### src/rtl/fft_out_collector.sv
// Gathers one FFT frame into a flat register bank, optionally undoing bit-reversed order.
// Fires start_spi once the frame is complete, then freezes the bus while the SPI stage shifts it out.
module fft_out_collector #(
    parameter int N           = 32,
    parameter int MSB         = 16,
    parameter int BIT_REV_IN  = 1,
    parameter int HOLD_CYCLES = 4096
) (
    input  logic             clk,
    input  logic             reset,
    input  logic [MSB/2-1:0] in_re,
    input  logic [MSB/2-1:0] in_im,
    input  logic             in_valid,
    input  logic             in_sof,
    output logic             in_ready,
    output logic [N*MSB-1:0] data_bus,
    output logic             start_spi,
    output logic             busy,
    output logic             frame_err
);
    localparam int IDX_W = $clog2(N);
    localparam int CNT_W = (HOLD_CYCLES > 1) ? $clog2(HOLD_CYCLES) : 1;
    localparam logic [IDX_W-1:0] IDX_LAST = IDX_W'(N - 1);
    localparam logic [CNT_W-1:0] CNT_LOAD = CNT_W'(HOLD_CYCLES - 1);

    typedef enum logic [1:0] {
        S_COLLECT = 2'd0,
        S_FIRE    = 2'd1,
        S_HOLD    = 2'd2
    } state_t;

    state_t           state_q, state_d;
    logic [IDX_W-1:0] idx_q, idx_d;
    logic [IDX_W-1:0] wr_idx;
    logic [CNT_W-1:0] cnt_q, cnt_d;
    logic             ready_q, ready_d;
    logic             err_q, err_d;
    logic [N*MSB-1:0] bus_q, bus_d;
    logic             beat;

    function automatic logic [IDX_W-1:0] slot_of(input logic [IDX_W-1:0] i);
        logic [IDX_W-1:0] r;
        r = i;
        if (BIT_REV_IN != 0) begin
            for (int b = 0; b < IDX_W; b++) begin
                r[b] = i[IDX_W-1-b];
            end
        end
        return r;
    endfunction

    // A start-of-frame beat always lands at index 0, whatever the running index was.
    assign beat   = in_valid & ready_q;
    assign wr_idx = in_sof ? '0 : idx_q;

    always_ff @(posedge clk or posedge reset) begin
        if (reset) begin
            state_q <= S_COLLECT;
        end else begin
            state_q <= state_d;
        end
    end

    always_comb begin
        state_d = state_q;
        case (state_q)
            S_COLLECT: if (beat && !in_sof && (idx_q == IDX_LAST)) state_d = S_FIRE;
            S_FIRE:    state_d = S_HOLD;
            S_HOLD:    if (cnt_q == '0) state_d = S_COLLECT;
            default:   state_d = S_COLLECT;
        endcase
    end

    always_comb begin
        idx_d = idx_q;
        bus_d = bus_q;
        err_d = 1'b0;
        cnt_d = cnt_q;
        if (beat) begin
            bus_d[int'(slot_of(wr_idx))*MSB +: MSB] = {in_im, in_re};
            idx_d = wr_idx + 1'b1;
            err_d = in_sof && (idx_q != '0);
        end
        if (state_q == S_FIRE) begin
            cnt_d = CNT_LOAD;
        end else if ((state_q == S_HOLD) && (cnt_q != '0)) begin
            cnt_d = cnt_q - 1'b1;
        end
        // Ready lags the return to COLLECT by one clock, and drops right after the completing beat.
        ready_d = (state_q == S_COLLECT) && (state_d == S_COLLECT);
    end

    always_ff @(posedge clk or posedge reset) begin
        if (reset) begin
            idx_q   <= '0;
            cnt_q   <= '0;
            ready_q <= 1'b0;
            err_q   <= 1'b0;
            bus_q   <= '0;
        end else begin
            idx_q   <= idx_d;
            cnt_q   <= cnt_d;
            ready_q <= ready_d;
            err_q   <= err_d;
            bus_q   <= bus_d;
        end
    end

    always_comb begin
        start_spi = (state_q == S_FIRE);
        busy      = (state_q != S_COLLECT);
        in_ready  = ready_q;
        frame_err = err_q;
        data_bus  = bus_q;
    end

endmodule
### config.mk
export PLATFORM = sky130hd
export DESIGN_NAME = fft_out_collector
export DESIGN_NICKNAME = d
export VERILOG_FILES = /design/src/rtl/fft_out_collector.sv
export SDC_FILE = /design/constraint.sdc
export NUM_CORES = 1
export LEC_CHECK = 0
export ABC_AREA = 1
export CELL_PAD_IN_SITES_DETAIL_PLACEMENT = 1
export CELL_PAD_IN_SITES_GLOBAL_PLACEMENT = 1
export CORE_MARGIN = 2
export CORE_UTILIZATION = 38
export CTS_BUF_LIST = sky130_fd_sc_hd__clkbuf_4
export DETAILED_ROUTE_END_ITERATION = 16
export GPL_TIMING_DRIVEN = 0
export PLACE_DENSITY_LB_ADDON = 0.15
export REMOVE_ABC_BUFFERS = 1
export SYNTH_ARGS = -nofsm -noshare
export SYNTH_HDL_FRONTEND = slang
export SYNTH_SLANG_ARGS = --single-unit
### constraint.sdc
create_clock -name clk -period 26.3 [get_ports clk]
set_input_delay 5.26 -clock clk [delete_from_list [all_inputs] [get_ports clk]]
set_output_delay 5.26 -clock clk [all_outputs]
set_load 0.01 [all_outputs]
==> flow_metrics.py <==
metrics = {
    "logic_synthesis": {
        "synthCells": 2965,
        "ys_ff_latch": 533,
        "synth_common_cells": "nand2_1, dfrtp_1, nand3_1",
        "ys.flop_type": "dfrtp_1",
        "synth_area_per_cell_um2": 8.02,
        "synth_top_area_share_pct": 56.1,
        "yosys-top-cells-area": "dfrtp_1, nand2_1, nand3_1",
        "yosysTopAreaCell": "dfrtp_1",
        "yosys_warnings": 0,
        "synth_cell_types": 33,
        "synth_edf_count": 0,
        "yosysMostFrequentCell": "nand2_1",
        "synth_area_um2": 23800,
        "async_flop_share_pct": 100,
        "synth-seq-area-share_pct": 56.1,
    },
    "worst_setup_path": {
        "crit_family": "simple AND/OR/NAND/NOR gates",
        "cp_max_fo": 47,
        "cp_slowest_cell": "ha_1",
        "cp-start-kind": "input port",
        "critical_path_class": "in -> reg",
        "crit_buf_inv": 3,
        "slowest_delay_ns": 1.15,
        "cp.required_ns": 27.18,
        "path_cells": "clkdlybuf4s50_1, nor2_4, inv_1, ha_1, inv_2, nor2_1, nand3_1, o21ai_0",
        "arrival_ns": 10.69,
        "cp-end-kind": "register",
    },
    "status": {
        "run_status": "finished clean",
    },
    "place": {
        "placed_area_um2": 29900,
        "dpl_worst_slack_ns": 15.28,
        "portBuffers": 535,
        "gp_congestion": 0.860,
        "dp_hpwl_mm": 69.5,
    },
    "sta": {
        "hold_violations": 0,
        "finalSetupViolCount": 0,
        "worst_slack_ns": 16.49,
        "rsz0062_at_grt": "no",
        "relSlewSlack_pct": 10.7,
        "min_period_ns": 9.81,
        "slew_violations": 0,
        "post-route-period-util_pct": 37.3,
        "tightestPinTransition_ns": 1.34,
        "fmax_mhz": 102,
        "fin_skew_ns": 0.0434,
    },
    "cts": {
        "worstSkewPairLatency_ns": 1.02,
        "clock-sinks": 533,
        "clkTransAtPathRegs_ns": 0.06,
        "cts_tree": "yes",
        "htreeDepth": 4,
        "root_buffer": "clkbuf_4",
        "cts_setup_buffers": 0,
        "cts-resized-gates": 0,
        "numCtsBuffers": 152,
        "cts_buffer_depth": 3,
        "holdBufCountCts": 0,
    },
    "global_route": {
        "grt_usage_pct": 31.7,
        "grt_max_degree": 124,
        "grt_overflow": 0,
        "busiest_layer": "met2",
        "grt.met3_usage_pct": 8.41,
        "grt_first_pass_wirelength_mm": 154,
        "use_met2_pct": 51.4,
        "grt_pass1_vias": 24693,
        "antenna_found_initial": 4,
        "use_met1_pct": 39.5,
    },
    "hold_path": {
        "hold_path_class": "reg -> reg",
    },
    "route": {
        "vias": 23646,
        "route.detailed.drc": 0,
        "wl_per_cell_um": 23.2,
        "first_pass_iters": 5,
        "drtAntennaViolNets": 0,
        "routed_wl_mm": 103,
        "via_per_inst": 5.34,
        "drtIter0Drc": 1516,
    },
    "pwr": {
        "powerDensity_nw_per_um2": 60.1,
        "p_leak_uw": 0.0154,
        "max-vdd-ir-drop_uv": 35.2,
    },
    "cells_and_area": {
        "finalNetCount": 3507,
        "area_delta_synth_final_pct": 33.9,
        "multi_input_area_um2": 9140,
        "seqCellArea_um2": 13300,
        "drive_above_1_share_pct": 8.77,
        "fillers": 7447,
        "design_area_um2": 31800,
    },
    "floorplan": {
        "coreArea_um2": 61800,
        "num_rows": 91,
        "dieHeight_um": 254,
        "dieArea_um2": 64600,
        "io_pins": 536,
        "start_util_pct": 38.5,
        "fp.dieW_um": 254,
    },
    "flow_run": {
        "drv_cap": 0,
    },
}
cells by family after synthesis:
group,share of synthesized area (%)
simple gates,31.8
buf+inv,5.67
fa+ha+maj,0.263
xor+xnor,0.332
compound gates,5.80
flops,56.1
state kept, by name, summed over array words and instances (netlist names):
register   flops
cnt_q         12
in_ready       1
idx_q          5
frame_err      1
state_q        2
data_bus     512
power breakdown:
group	switching, uW	total (uW)	internal (uW)
Clock	367	767	400
Sequential	11.4	849	837
Combinational	227	298	71.7
Total	605	1910	1310
worst reg2reg max path, delay by kind of cell, from the launching register on:
family,cells,cell delay [ns]
simple gates,3,2.15
buf+inv,3,1.02
compound gates,1,0.54
fa+ha+maj,1,1.15
flops,1,0.38
layer usage:
layer  wire, um  vias up  part of all wire [%]
met5         11        -                 0.011
met4       4680        2                   4.6
met1      41900    12004                    41
met3       7230      207                   7.0
li1           -    10603                     -
met2      48900      830                    48
metrics by stage:
stage,util (%),hold WS (ns),power [uW],setup TNS (ns),cells
6_report,51.5,0.478,1910,0,4424
4_1_cts,51.4,0.480,1930,0,4415
3_3_place_gp,47.5,0.463,1130,-365.75,4141
2_1_floorplan,-,0.479,990,0,2769
5_1_grt,51.5,0.498,1990,0,4423
3_5_place_dp,48.4,0.465,1160,0,4161
final timing paths:
| path | from | end | slack (ns) | depth (start not counted) |
|---|---|---|---|---|
| worst max-delay path | in_sof | data_bus[400] | 16.49 | 8 |
| worst min-delay path | data_bus[49] | data_bus[49] | 0.48 | 2 |
| worst max register to register | idx_q[4] | data_bus[400] | 20.93 | 8 |
| worst min register to register | data_bus[49] | data_bus[49] | 0.48 | 2 |
| max in group asynchronous | reset | data_bus[218] | 20.02 | 4 |
| min in group asynchronous | reset | data_bus[55] | 4.74 | 2 |
cell type report:
class,count,area share [%]
well taps,837,3.29
repair buffers,559,18.5
flip-flops and latches,533,41.9
inverters,144,1.78
multi-input cells,2092,28.7
clock buffers,227,5.35
diodes,5,0.0393
clock inverters,27,0.440
layout by cell type (no fill, tap or decap), types with 6 or more instances in the layout:
master	synthesis	layout
o21ai_1	37	37
dfrtp_1	533	533
nand4_1	20	20
clkinv_1	1	21
buf_12	0	6
nand3_1	279	279
nor2_4	4	7
nor2_1	199	194
inv_2	11	9
clkdlybuf4s50_1	0	535
inv_1	132	130
xor2_1	9	9
nor2_2	16	18
o21ai_0	232	232
buf_16	0	12
clkbuf_4	0	227
nor4_1	23	23
nand2_1	1120	1120
nor3_1	125	125
(Power assumes the default switching activity.)
